`src/rtl/pn2112_descrambler.sv`:
```
// PN-2112 block descrambler for the 10GBASE-R FEC receive path.
// Ports: clk, arst, din/din_valid/din_sob in; dout/dout_valid/dout_sob/
//   dout_eob/word_idx/align_err out. Macro PN2112_CHECK_EN adds
//   chk_clr (in) and chk_err_cnt (out, saturating popcount of dout).
module pn2112_descrambler #(
  parameter logic [57:0] SEED            = 58'h2aaaaaaaaaaaaaa,
  parameter int          WORDS_PER_BLOCK = 66
) (
  input  logic        clk,
  input  logic        arst,
`ifdef PN2112_CHECK_EN
  input  logic        chk_clr,
  output logic [31:0] chk_err_cnt,
`endif
  input  logic [31:0] din,
  input  logic        din_valid,
  input  logic        din_sob,
  output logic [31:0] dout,
  output logic        dout_valid,
  output logic        dout_sob,
  output logic        dout_eob,
  output logic [6:0]  word_idx,
  output logic        align_err
);

  typedef enum logic {HUNT, IN_BLOCK} state_t;

  localparam logic [6:0] LAST_IDX = 7'(WORDS_PER_BLOCK - 1);

  // 32 LFSR steps: PN word for the current state.
  function automatic logic [31:0] pn_word(input logic [57:0] s_in);
    logic [57:0] s;
    logic [31:0] w;
    logic        o;
    s = s_in;
    w = '0;
    for (int i = 0; i < 32; i++) begin
      o    = s[57] ^ s[38];
      w[i] = o;
      s    = {s[56:0], o};
    end
    return w;
  endfunction

  // 32 LFSR steps: state after the word.
  function automatic logic [57:0] pn_adv(input logic [57:0] s_in);
    logic [57:0] s;
    s = s_in;
    for (int i = 0; i < 32; i++) begin
      s = {s[56:0], s[57] ^ s[38]};
    end
    return s;
  endfunction

  state_t      state_q, state_d;
  logic [57:0] lfsr_q, lfsr_d;
  logic [6:0]  idx_q, idx_d;

  logic        emit;
  logic        last;
  logic [6:0]  cur_idx;
  logic [57:0] src;
  logic [31:0] pn_w;

  logic [31:0] dout_d;
  logic        valid_d, sob_d, eob_d, err_d;
  logic [6:0]  widx_d;

  // A sob always restarts from SEED, even mid-block.
  assign src     = din_sob ? SEED : lfsr_q;
  assign pn_w    = pn_word(src);
  assign emit    = din_valid & (din_sob | (state_q == IN_BLOCK));
  assign cur_idx = din_sob ? 7'd0 : idx_q;
  assign last    = emit & (cur_idx == LAST_IDX);

  // State register
  always_ff @(posedge clk or posedge arst) begin
    if (arst) begin
      state_q <= HUNT;
      lfsr_q  <= SEED;
      idx_q   <= '0;
    end else begin
      state_q <= state_d;
      lfsr_q  <= lfsr_d;
      idx_q   <= idx_d;
    end
  end

  // Next-state logic
  always_comb begin
    state_d = state_q;
    lfsr_d  = lfsr_q;
    idx_d   = idx_q;
    if (emit) begin
      if (last) begin
        state_d = HUNT;
        lfsr_d  = SEED;
        idx_d   = '0;
      end else begin
        state_d = IN_BLOCK;
        lfsr_d  = pn_adv(src);
        idx_d   = cur_idx + 7'd1;
      end
    end
  end

  // Output logic
  always_comb begin
    dout_d  = dout;
    valid_d = emit;
    sob_d   = emit & din_sob;
    eob_d   = last;
    widx_d  = emit ? cur_idx : 7'd0;
    err_d   = emit & din_sob & (state_q == IN_BLOCK);
    if (emit) begin
      dout_d = din ^ pn_w;
    end
  end

  always_ff @(posedge clk or posedge arst) begin
    if (arst) begin
      dout       <= '0;
      dout_valid <= 1'b0;
      dout_sob   <= 1'b0;
      dout_eob   <= 1'b0;
      word_idx   <= '0;
      align_err  <= 1'b0;
    end else begin
      dout       <= dout_d;
      dout_valid <= valid_d;
      dout_sob   <= sob_d;
      dout_eob   <= eob_d;
      word_idx   <= widx_d;
      align_err  <= err_d;
    end
  end

`ifdef PN2112_CHECK_EN
  logic [5:0]  ones;
  logic [32:0] sum;

  always_comb begin
    ones = '0;
    for (int i = 0; i < 32; i++) begin
      ones = ones + {5'd0, dout_d[i]};
    end
  end

  assign sum = {1'b0, chk_err_cnt} + {27'd0, ones};

  // Counts in step with the word being registered onto dout.
  always_ff @(posedge clk or posedge arst) begin
    if (arst) begin
      chk_err_cnt <= '0;
    end else if (chk_clr) begin
      chk_err_cnt <= '0;
    end else if (valid_d) begin
      chk_err_cnt <= sum[32] ? 32'hFFFFFFFF : sum[31:0];
    end
  end
`endif

endmodule

```
`config.mk`:
```
export PLATFORM = sky130hd
export DESIGN_NAME = pn2112_descrambler
export DESIGN_NICKNAME = d
export VERILOG_FILES = /design/src/rtl/pn2112_descrambler.sv
export SDC_FILE = /design/constraint.sdc
export NUM_CORES = 1
export LEC_CHECK = 0
export BUFFER_PORTS_ARGS = -buffer_cell sky130_fd_sc_hd__buf_4
export CAP_MARGIN = 40
export CORE_UTILIZATION = 50
export DETAILED_ROUTE_END_ITERATION = 8
export PLACE_DENSITY = 0.77
export REMOVE_ABC_BUFFERS = 1
export SYNTH_ARGS = -nofsm -noshare
export SYNTH_HDL_FRONTEND = slang
export SYNTH_SLANG_ARGS = --single-unit
```
`constraint.sdc`:
```
create_clock -name clk -period 3.2 [get_ports clk]
set_input_delay 0.48 -clock clk [delete_from_list [all_inputs] [get_ports clk]]
set_output_delay 0.48 -clock clk [all_outputs]
set_load 0.02 [all_outputs]
```
-- After elaboration in Yosys (flattened, before gate mapping)
Cells that the tools add are included.
Widths: inputs -> output; s select.
- register bits after elaboration: 109
- input port bits: 36
- output and inout bits: 43
- logic and storage cells: 55
- $add $sub $neg: 1
- equality and inequality tests: 1
- mux-type cells: 6
- bitwise operators: 38
- operators by type and width (cell ; number):
    $mux 58 ; 2
    $xor 1x1->1 ; 32
    $xor 32x32->32 ; 1
    $mux 7 ; 3
    $add 7x1->7 const B ; 1
    $eq 7x7->1 const B ; 1
    $and 1x1->1 ; 4
    $mux 1 ; 1
    $or 1x1->1 ; 1

-- Depth between registers and ports, before layout
Gate-level depths: netlist (run 1).
- word-level depth: 4
- depth in mapped cells: 10
- depth with buffers taken out: 5

-- Least setup slack after synthesis (run 1)
OpenSTA, ideal clock, no wires.
- kind: input to register
- from: input port din_sob
- to: register idx_q[2]
- data arrival time: 2.121 ns
- setup slack: 0.948 ns
- stages: 10
- buffers on the path: 5
- path through: buf_2 > buf_2 > buf_1 > nand2b_1 > ha_1 > and2_1 > clkbuf_1 > a21o_1 > clkbuf_2 > o21ai_0
- longest elaborated chain between the ends: 4
- elaborated cells between the ends (all ways): 7
- those cells by class: add/sub: 1; eq/ne: 1; mux: 2; bitwise: 3
- ends and longest elaborated chain (what ; line ; text):
    from (decl) ; 17 ; input logic din_sob,
    branches (longest 4 deep; another with $add 7x1->7) ; -- ;
    to (signal assigned) ; 85 ; idx_q <= idx_d;
    to (decl) ; 57 ; logic [6:0] idx_q, idx_d;
Parallel ways; which one is timed is not known.
A chain may end at the register's enable or synchronous reset.

-- Worst setup path after layout (run 1)
- from: register state_q
- to: register idx_q[3]
- longest elaborated chain between the ends: 4
- ends and longest elaborated chain (what ; line ; text):
    from (decl) ; 55 ; state_t state_q, state_d;
    from (signal assigned) ; 83 ; state_q <= state_d;
    $or 1x1->1 * ; 72 ; assign emit = din_valid & (din_sob | (state_q == IN_BLOCK));
    $and 1x1->1 * ; 72 ;
    $and 1x1->1 ; 74 ; assign last = emit & (cur_idx == LAST_IDX);
    $mux 7 ; 95 ; if (last) begin
Every way passes the cells marked *; elsewhere a longest branch is shown, timed or not.

==> run summary, run 1 <==
The flow ran to the end, and the final reports show no timing, DRC or antenna violations. For the worst-skew pair, the clock arrives at the later sink with an insertion delay of 0.37 ns. For this block, the via count after detailed routing is 4,136. The highest-delay cell along the critical path was sky130_fd_sc_hd__o21ai_4. Power spread over the standard cell area amounts to 669 nW/um^2. The placer's final routability congestion estimate is 0.765, and the worst path buffer plus inverter count is 2.

STA puts the critical path data required time at 3.42 ns. On the critical path the largest part of the delay comes from buffers and inverters. The critical path launch point type is a flop. The final-layout fill cell count is 830. The number of antenna diodes in the final layout is 0. The logs give 5910 um for the met2 routed wirelength and 0 for the global-route congestion overflow total. The async set-or-reset flop fraction in the synthesized netlist is 1.00. The sequential cell area fraction in the yosys report came out at 0.538. At the pin with the least slew margin, the transition time is 0.814 ns. Summed over all layers, the routed wires come to 11,600 um. TritonCTS built the clock tree.

Relative to the synthesized area, the layout overhead comes to 16.7%. The highest metal layer carrying signal wires in the routed design is met4. Across the run, the number of max-cap violations was 0. By area the synthesized netlist is led by sky130_fd_sc_hd__dfrtp_1 39%, sky130_fd_sc_hd__dfstp_2 15%, sky130_fd_sc_hd__nor2_1 5.7%. From left edge to right edge, the die measures 103 um. The logs give 201 for the number of DRC violations after detailed-routing iteration 0 and 420 um for the wire length on met3. Placed instance area: 5780 sq um. The number of cells on the worst reg-to-reg path is 5. The worst setup path is captured at a flop. Setup repair after global routing left no endpoint under its margin. The tools report the netlist area before placement as 5140 sq um. The tools report the destination of the worst register-to-register timing path as idx_q[3]. The tree built by TritonCTS fans out to 109 sinks.

The run gives 10,700 sq um as the area of the die. The global router's overall resource usage is 0.237, and the area fraction of the dominant cell type after synthesis is 0.390. The HPWL after detailed placement is 7620 um. After synthesis the netlist holds a flip-flop and latch count of 109. Most used standard cell by instance count after synthesis: sky130_fd_sc_hd__dfrtp_1. Synthesis handed over a netlist of 543 instances. The final clock period utilization by the worst path is 0.703. The worst path in the final design needs a cycle of 2.25 ns, including I/O delays and setup.

In the routed design, unresolved DRC markers number 0. The number of global-route vias before repair is 4,065. Entering global routing, the biggest net connects 84 pins. The min-delay analysis places its worst path in the category primary input to asynchronous set/reset pin.

CTS built an H-tree with a depth of 3. In this design, the stage delay of the slowest critical-path cell is 0.54 ns. Buffers inserted during clock tree synthesis total 9. The logs give 0.608 for the utilization of the core after routing and 0 for the count of endpoints failing setup in the final report.

After clock tree synthesis, the repair step resized 0 gates. The logs give 0.521 for the initial standard-cell utilization of the core and 79 for the number of ports placed on the die boundary. Yosys mapped a number of flops with a built-in enable equal to 0. Traced cell by cell, the critical path runs through o21ai_4 > inv_2 > buf_4 > nand3_1 > o311ai_0.

The worst setup path is of the flop to flop kind. The first global-routing pass estimated 19,600 um of wire. The layout cell share with drive strength beyond 1 was 0.222.

Buffers added to address setup during post-CTS repair amount to 0. The finished cells cover 6000 sq um. The first TritonRoute pass finished after 5 iterations.

For the minimum hold slack, the log shows 0.188 ns. In this run the worst path has a maximum fanout of 48. Clock-pin slew was measured on the worst setup and hold paths at 0.10 ns. After detailed routing, the average wire length per cell comes to 15.7 um. sky130_fd_sc_hd__dfrtp_1 takes more of the synthesized area than any other cell.

A synthesized cell averages 9.46 sq um. The run gives 4.01 mW as the post-route total power. The tools report the post-synthesis cell type count as 41. The vertical die dimension works out to 103 um. The post-route met1 wirelength is 5060 um, and the placeable core region is 9860 sq um. For this design, the CTS-stage hold fixing added 0 buffers. The tools report the total number of placement rows as 36. The number of antenna violations at the first check in global routing is 0.

The tools report the worst voltage drop across the vdd grid as 0.324 mV. The tools report the clock root buffer as sky130_fd_sc_hd__clkbuf_8. The longest clock path from root to sink contains 2 buffers. For the hold violation total from the final report, the log shows 0.

The run gives 636 as the final net count. For the top achievable clock speed, the log shows 0.445 GHz. For the headroom to the max-slew limit, the log shows 0.457. The detail route stage leaves a number of antenna-violating nets equal to 0. The total of warnings raised by yosys was 0. In the synthesized netlist the dominant register cell turns out to be sky130_fd_sc_hd__dfrtp_1. The reg-to-reg critical path startpoint was state_q. By count the netlist is led by 80 x sky130_fd_sc_hd__dfrtp_1, 78 x sky130_fd_sc_hd__nor2_1, 65 x sky130_fd_sc_hd__nand2_1. The tools report the data arrival time at the worst-slack endpoint as 2.47 ns. The number of placed cells counting well taps came out at 721. The quantity of I/O buffers inserted on ports works out to 78. The number of vias per cell after detailed routing was 5.62; the max-slew violation total from the final report was 0.

The logs give 0.95 ns for the setup slack of the worst register-to-register path and 0.0109 ns for the setup skew after layout. For the number of non-filler instances in the completed layout, the log shows 736. The analysis attributes to cell leakage a power of 2.53 nW.
layout make-up:
cell class,count,area (sq um),area share
Clock inverter,4,72.6,0.0121
Sequential cell,109,2760,0.461
Multi-Input combinational cell,390,2180,0.364
Timing Repair Buffer,85,651,0.109
Tap cell,133,166,0.0278
Inverter,4,17.5,0.00292
Clock buffer,11,141,0.0236
registers in the layout, indices dropped and copies added, names as in the netlist:
signal / flops
dout_valid: 1
idx_q: 7
state_q: 1
dout: 32
align_err: 1
dout_eob: 1
lfsr_q: 58
word_idx: 7
dout_sob: 1
through the flow:
step                      setup WS (ns)  TNS, ns
after global placement            0.825        0
final                             0.951        0
after CTS                         0.950        0
after floorplan                   -2.71  -227.02
after global routing              0.767        0
after detailed placement          0.809        0
routing by layer:
layer	up-vias	track usage
met1	2025	0.316
met2	108	0.402
met4	0	0.0834
li1	1987	-
met5	-	0
met3	16	0.0276
power breakdown:
part	internal [mW]	total, mW	switching (mW)
combinational	0.460	1.17	0.706
clock	0.458	0.909	0.451
sequential	1.69	1.94	0.247
placed cells by master, fill, tap and decap left out, types with 2 or more instances in the layout:
cell / n
sky130_fd_sc_hd__a21o_1: 3
sky130_fd_sc_hd__a21oi_1: 31
sky130_fd_sc_hd__a31oi_1: 16
sky130_fd_sc_hd__and2_1: 7
sky130_fd_sc_hd__and3_1: 2
sky130_fd_sc_hd__buf_4: 84
sky130_fd_sc_hd__bufinv_16: 2
sky130_fd_sc_hd__clkbuf_8: 10
sky130_fd_sc_hd__dfrtp_1: 80
sky130_fd_sc_hd__dfstp_2: 29
sky130_fd_sc_hd__inv_1: 2
sky130_fd_sc_hd__nand2_1: 65
sky130_fd_sc_hd__nand3_1: 2
sky130_fd_sc_hd__nand4_1: 2
sky130_fd_sc_hd__nor2_1: 78
sky130_fd_sc_hd__nor2b_1: 3
sky130_fd_sc_hd__nor3_1: 36
sky130_fd_sc_hd__o211ai_1: 2
sky130_fd_sc_hd__o21a_1: 32
sky130_fd_sc_hd__o21ai_0: 20
sky130_fd_sc_hd__o21ai_1: 9
sky130_fd_sc_hd__o31ai_1: 33
sky130_fd_sc_hd__or4_1: 2
sky130_fd_sc_hd__xor2_1: 32
worst reg2reg max path: cells and delay by family, from the launching register on:
kind	cells	cell delay [ns]
buffers and inverters	2	0.86
AOI/OAI and AO/OA	2	0.68
DFF	1	0.46
and+or+nand+nor	1	0.11
kinds of logic after synthesis:
kind of cell / Yosys count / synth area share
and+or+nand+nor: 204 / 0.174
AOI/OAI and AO/OA: 153 / 0.192
DFF: 109 / 0.538
buffers and inverters: 44 / 0.0390
xor gates and xnor gates: 32 / 0.0546
adders and majority gates: 1 / 0.00244
worst max-delay path by stage:
| stage | depth (start not counted) | from | endpoint |
|---|---|---|---|
| after floorplan | 4 | din_sob | idx_q[3] |
| after global placement | 5 | din_sob | word_idx[1] |
| after detailed placement | 5 | din_sob | word_idx[6] |
| after CTS | 5 | state_q | idx_q[3] |
| after global routing | 5 | state_q | idx_q[3] |
| final | 5 | state_q | idx_q[3] |
(Power assumes the default switching activity.)
==> run 2: changes to the inputs <==
- PLACE_DENSITY: 0.77 -> 0.75
- clock period: 3.2 -> 2.2 ns (I/O delays scaled with it)
==> run summary, run 2 (synthesis gave the netlist of run 1 again) <==
The placed instance area was 5840 sq um (+0.95%); the wire length of the first global-routing pass was 19,300 um (-1.7%). The max-slew violation total from the final report was 0 (unchanged). The cell count of the worst reg-to-reg path came out at 3 (-2). The sum of net half-perimeters after detailed placement was 7580 um (-0.47%); the setup skew after layout was 0.0174 ns (+0.00649 ns). The logs give 79 (unchanged) for the number of ports placed on the die boundary and 725 (+0.55%) for the number of placed cells counting well taps. The clock period minus worst slack was 1.93 ns (-0.316 ns); the worst voltage drop across the vdd grid was 0.584 mV (+80%).

The top cell types in the final layout, fill and taps aside, are 86 x sky130_fd_sc_hd__buf_4, 80 x sky130_fd_sc_hd__dfrtp_1, 78 x sky130_fd_sc_hd__nor2_1, 65 x sky130_fd_sc_hd__nand2_1, 36 x sky130_fd_sc_hd__nor3_1. The capture point of the critical path is lfsr_q[26]. The count of endpoints failing setup in the final report was 0 (unchanged); the final-layout fill cell count was 860 (+3.6%).

The top achievable clock speed was 0.517 GHz (+16%). The most common library cell in the layout ignoring fill and taps was sky130_fd_sc_hd__buf_4. The run gives 0 (unchanged) as the number of antenna violations at the first check in global routing. STA classifies the critical path endpoint as a flop. Startpoint-to-endpoint class of the critical path: flop to flop. The run gives 0.215 ns (+0.0271 ns) as the minimum hold slack. The run gives 10,700 sq um (unchanged) as the area of the die. The post-route standard cell area excluding fillers came out at 6050 sq um (+0.92%). The flow ran to the end, and the final reports show no timing, DRC or antenna violations. The setup fix buffers added after clock tree synthesis was 0 (unchanged); the headroom to the max-slew limit was 0.501 (+0.0442).

Setup repair after global routing left no endpoint under its margin. Critical path launch point type: a flop. Final clock period utilization by the worst path: 0.879 (+0.176). Type of the worst min-delay path: primary input to flop. The pin slew with the least headroom to its limit works out to 0.745 ns (-0.0691 ns).

The flip-flop count of the largest register after layout came out at 58 (unchanged). The tools report the latest clock arrival within the worst-skew pair as 0.38 ns (about the same). The maximum clock insertion buffer count was 2 (unchanged); the vertical die dimension was 103 um (unchanged). The run gives 2760 sq um (unchanged) as the combined flip-flop and latch cell area.

The hold violation total from the final report is 0 (unchanged). The DRC violations left is 0 (unchanged), and the diode insertion count for antenna repair is 0 (unchanged). The number of vias per cell after detailed routing works out to 5.66 (+0.75%). Placeable core region: 9860 sq um (unchanged).

The total number of clock tree sinks is 109 (unchanged). Relative to the synthesized area, the layout overhead comes to 17.8%. The tools report the number of buffers created by CTS as 9 (unchanged). The wire length per cell works out to 15.8 um (+0.25%). TritonCTS built the clock tree. The logs give 3,962 (-2.5%) for the number of global-route vias before repair and 11,700 um (+1.1%) for the total wire length after detailed routing. The number of maximum-capacitance constraint violations is 0 (unchanged), and the total number of placement rows is 36 (unchanged).

The layout cell share with drive strength beyond 1 works out to 0.228 (+0.00602). The multi-input logic area was 2180 sq um (unchanged); the pin count of the biggest net entering global routing was 74 (-12%). The logs give 4,201 (+1.6%) for the number of vias in the routed layout and 0 (unchanged) for the global-route congestion overflow total.

The data arrival time at the worst-slack endpoint was 2.17 ns (-0.30 ns); the placer's final routability congestion estimate was 0.753 (-1.6%). The clock-pin slew on the worst setup and hold paths is 0.11 ns (about the same), and the utilization of the core after routing is 0.613 (+0.00558). Reg-to-reg critical path startpoint: idx_q[2]. The run gives 641 (+0.79%) as the final net count. The quantity of I/O buffers inserted on ports works out to 78 (unchanged). Timing startpoint of the critical path: idx_q[2].

The die extent in x came out at 103 um (unchanged). The tools report the destination of the worst register-to-register timing path as lfsr_q[26]. The run gives 0.237 (about the same) as the global router's overall resource usage. The leakage power of the design is 2.56 nW (+1.2%), and the number of H-tree levels is 3 (unchanged). The logs give 0.27 ns (-0.68 ns) for the setup slack of the worst register-to-register path and 0 (unchanged) for the number of antenna-violating nets in the routed design. Clock root buffer: sky130_fd_sc_hd__clkbuf_8.

The number of non-filler instances in the completed layout is 742 (+0.82%), and the initial standard-cell utilization of the core is 0.521 (unchanged). The maximum fanout along the worst path is 17 (-65%), and the data required time of the critical path is 2.44 ns (-0.98 ns). The number of DRC violations after detailed-routing iteration 0 was 182 (-9.5%). The number of optimization iterations in the first detailed-route pass was 5 (unchanged). lfsr_q holds more flip-flops than any other register.

The largest registers in the layout are lfsr_q x58, dout x32. The areal power density over the cells works out to 961 nW/um^2 (+44%).
[run 2: how the worst min path moves through the flow]
stage	startpoint	endpoint	depth (start not counted)
floorplan	din_sob	word_idx[3]	1
global placement	arst	dout[27]	2
detailed placement	arst	dout[14]	2
CTS	din_valid	idx_q[5]	2
global route	din[30]	dout[30]	3
finish	din_valid	idx_q[5]	2
[run 2: cell type report]
| cell class | instances | share of cell area |
|---|---|---|
| sequential | 109 | 0.457 |
| timing repair buffer | 90 | 0.118 |
| tap | 133 | 0.0275 |
| inverter | 4 | 0.00289 |
| clock inverter | 6 | 0.0126 |
| clock buffer | 10 | 0.0211 |
| multi-input combinational | 390 | 0.361 |
[run 2: routing by layer]
metal  up-vias  GRT usage  part of all wire
met1      2076      0.318              0.44
met4         0     0.0574            0.0095
met5         -          0                 0
met3        13     0.0551             0.044
li1       1999          -                 -
met2       113      0.391              0.51
[run 2: repair_timing]
item	4_1_cts	5_1_grt
endpoints found under the hold margin	30	0
hold buffers	1	0
resized for setup	0	0
[run 2: report_power, final]
group | leakage, nW | internal [mW] | total (mW) | switching (mW)
Combinational | 1.19 | 0.683 | 1.71 | 1.03
Sequential | 1.26 | 2.46 | 2.82 | 0.357
Clock | 0.104 | 0.553 | 1.29 | 0.737
[run 2: critical path, stage by stage, from the launching register on]
cell	delay (ns)
sky130_fd_sc_hd__dfrtp_1	0.51
sky130_fd_sc_hd__or4_1	0.90
sky130_fd_sc_hd__o21ai_0	0.29
sky130_fd_sc_hd__a21oi_1	0.10
[run 2: stage by stage]
| step | setup slack (ns) | total power [mW] | TNS [ns] |
|---|---|---|---|
| final | 0.267 | 5.82 | 0 |
| after global routing | 0.137 | 6.17 | 0 |
| after CTS | 0.302 | 5.85 | 0 |
| after detailed placement | 0.221 | 4.56 | 0 |
| after global placement | 0.345 | 4.47 | 0 |
| after floorplan | -3.66 | 3.90 | -400.15 |
==> run 3: changes to the inputs <==
- CORE_MARGIN: not set -> 10
==> run summary, run 3 (synthesis gave the netlist of run 1 again) <==
Leaving out fill and tap cells, the most frequent cell in the layout is sky130_fd_sc_hd__buf_4. The flow ran to the end, and the final reports show no timing, DRC or antenna violations. Setup slack of the worst register-to-register path: 0.33 ns (+0.06 ns). The run gives 8340 um (+10%) as the sum of net half-perimeters after detailed placement. The critical path launch point type is a flop. The tools report the setup TNS as 0 ns (unchanged). The placer's final routability congestion estimate came out at 0.872 (+16%). The logs give 2.12 ns (-0.05 ns) for the data arrival time at the worst-slack endpoint and 642 (+0.16%) for the final net count.

The tools report the number of DRC violations after detailed-routing iteration 0 as 384 (+110%). Clock root buffer: sky130_fd_sc_hd__clkbuf_8. The startpoint identified for the worst hold timing path is din_valid.

The logs give 0 (unchanged) for the number of antenna violations at the first check in global routing and 0 (unchanged) for the DRC violations left. The switching part of the total power is 0.358 (-0.00704), and the top achievable clock speed is 0.535 GHz (+3.4%). The element type at the critical path end is a flop. Clock-pin slew on the worst setup and hold paths: 0.10 ns (about the same). The maximum fanout along the worst path is 17 (unchanged), and the total number of clock tree sinks is 109 (unchanged). The number of maximum-capacitance constraint violations is 0 (unchanged).

The die extent in x is 121 um (+17%). The number of buffers created by CTS is 9 (unchanged). In the layout the commonest cells are 87 x sky130_fd_sc_hd__buf_4, 80 x sky130_fd_sc_hd__dfrtp_1, 78 x sky130_fd_sc_hd__nor2_1, 65 x sky130_fd_sc_hd__nand2_1, 36 x sky130_fd_sc_hd__nor3_1. The run gives 0 (unchanged) as the hold violation total from the final report. The logs give 2.08 mW (-2.0%) for the switching power total and 0.474 mV (-19%) for the worst voltage drop across the vdd grid. The leakage power of the design came out at 2.56 nW (about the same). The number of vias in the routed layout was 4,122 (-1.9%); the count of endpoints failing setup in the final report was 0 (unchanged). The number of ports placed on the die boundary came out at 79 (unchanged).

In the final layout, the registers with the most flip-flops are lfsr_q x58, dout x32. The proportion of power drawn by combinational gates was 0.298 (+0.004). The tools report the placed instance area as 5840 sq um (+0.13%). The most critical setup path has its startpoint at idx_q[2].

The startpoint-to-endpoint class of the critical path is flop to flop. The logs give 36 (unchanged) for the total number of placement rows and 14,700 sq um (+38%) for the area of the die. Max-slew violation total from the final report: 0 (unchanged). The number of antenna-violating nets in the routed design is 0 (unchanged). The tools report the final-layout fill cell count as 831 (-3.4%). In this run the critical register-to-register path is launched from idx_q[2]. The tools report the global-route congestion overflow total as 0 (unchanged). The pin count of the biggest net entering global routing is 80 (+8.1%).

The setup skew after layout is 0.0111 ns (-0.00629 ns), and the number of optimization iterations in the first detailed-route pass is 5 (unchanged). The clock share of power came out at 0.219 (-0.003). The data required time of the critical path is 2.45 ns (about the same). The headroom to the max-slew limit came out at 0.475 (-0.0265).

Global router's overall resource usage: 0.173 (-0.0637). Post-route standard cell area excluding fillers: 6060 sq um (+0.23%). The tools report the proportion of power drawn by flip-flops and latches as 0.483 (about the same). TritonCTS built the clock tree. The layout cell share with drive strength beyond 1 is 0.231 (+0.00290).

The tools report the placeable core region as 9910 sq um (+0.46%). The growth of design area from synthesis to finish is 18.1%, and the pin slew with the least headroom to its limit is 0.788 ns (+0.0425 ns). Setup repair after global routing left no endpoint under its margin.

The diode insertion count for antenna repair came out at 0 (unchanged). The clock period minus worst slack is 1.87 ns (-0.0632 ns), and the initial standard-cell utilization of the core is 0.518 (-0.00237). The wire length of the first global-routing pass is 21,000 um (+8.9%), and the minimum hold slack is 0.195 ns (-0.0203 ns). The number of vias per cell after detailed routing is 5.55 (-2.0%). The areal power density over the cells was 959 nW/um^2 (-0.25%); the final clock period utilization by the worst path was 0.850 (-0.0287). The cell-internal power was 3.74 mW (+1.1%). The flip-flop count of the largest register after layout was 58 (unchanged).

The number of H-tree levels is 3 (unchanged). The register ranked first by flip-flop count is lfsr_q. The maximum clock insertion buffer count is 2 (unchanged), and the wire length per cell is 16.7 um (+5.9%). The total wire length after detailed routing is 12,400 um (+6.0%).

Vertical die dimension: 121 um (+17%). The tools report the number of global-route vias before repair as 4,158 (+4.9%). The min-delay analysis places its worst path in the category primary input to flop. The quantity of I/O buffers inserted on ports works out to 78 (unchanged).

For the latest clock arrival within the worst-skew pair, the log shows 0.37 ns (about the same).
==> run 3: cell count changes in the layout (fill, tap and decap cells not counted), sizes merged <==
cell / before / now
inv: 9 / 4
clkinv: 0 / 2
clkinvlp: 0 / 2
buf: 89 / 90
clkbuf: 10 / 11
==> run 3: cell type report <==
cell class	instances	area, sq um	share of cell area
tap	133	166	0.0274
sequential	109	2760	0.456
inverter	4	17.5	0.00289
clock buffer	11	151	0.0250
multi-input combinational	390	2180	0.360
timing repair buffer	91	723	0.119
clock inverter	5	58.8	0.00970
==> run 3: critical path, cell delays in order (launching register included) <==
cell and delay, ns:
sky130_fd_sc_hd__dfrtp_1 0.48, sky130_fd_sc_hd__or4_1 0.89, sky130_fd_sc_hd__o21ai_0 0.28, sky130_fd_sc_hd__a21oi_1 0.09
==> run 3: repair_timing <==
| item | in CTS | in global routing |
|---|---|---|
| setup buffers | 0 | 0 |
| gates resized for setup | 0 | 0 |
| hold endpoints to repair | 13 | 0 |
| hold buffers | 1 | 0 |
==> run 3: metrics by stage <==
step	total power [mW]	utilization	setup WS, ns	cells
6_report	5.82	0.612	0.330	743
5_1_grt	6.19	0.612	0.244	743
4_1_cts	5.84	0.612	0.345	743
3_5_place_dp	4.58	0.590	0.230	726
3_3_place_gp	4.51	0.590	0.363	726
2_1_floorplan	3.90	-	-3.66	503
==> run 3: layer usage <==
| metal | GRT usage | wire length (um) | part of all wire |
|---|---|---|---|
| met1 | 0.224 | 5530 | 0.45 |
| met2 | 0.281 | 6200 | 0.50 |
| met3 | 0.0372 | 565 | 0.046 |
| met4 | 0.0596 | 119 | 0.0096 |
| met5 | 0 | 0 | 0 |
==> run 3: worst paths after layout <==
kind	to	cells past startpoint
worst min-delay path	idx_q[5]	2
worst min register to register	dout[9]	2
min in group asynchronous	word_idx[5]	3
worst max-delay path	lfsr_q[24]	3
max in group asynchronous	lfsr_q[47]	4
worst max register to register	lfsr_q[24]	3
==> run 3: power groups by stage <==
| stage | clock network, mW | registers (mW) | logic [mW] |
|---|---|---|---|
| 5_1_grt | 1.38 | 2.87 | 1.94 |
| 3_3_place_gp | 0 | 2.82 | 1.69 |
| 2_1_floorplan | 0 | 2.94 | 0.960 |
| 6_report | 1.28 | 2.81 | 1.73 |
| 4_1_cts | 1.29 | 2.81 | 1.75 |
| 3_5_place_dp | 0 | 2.84 | 1.74 |
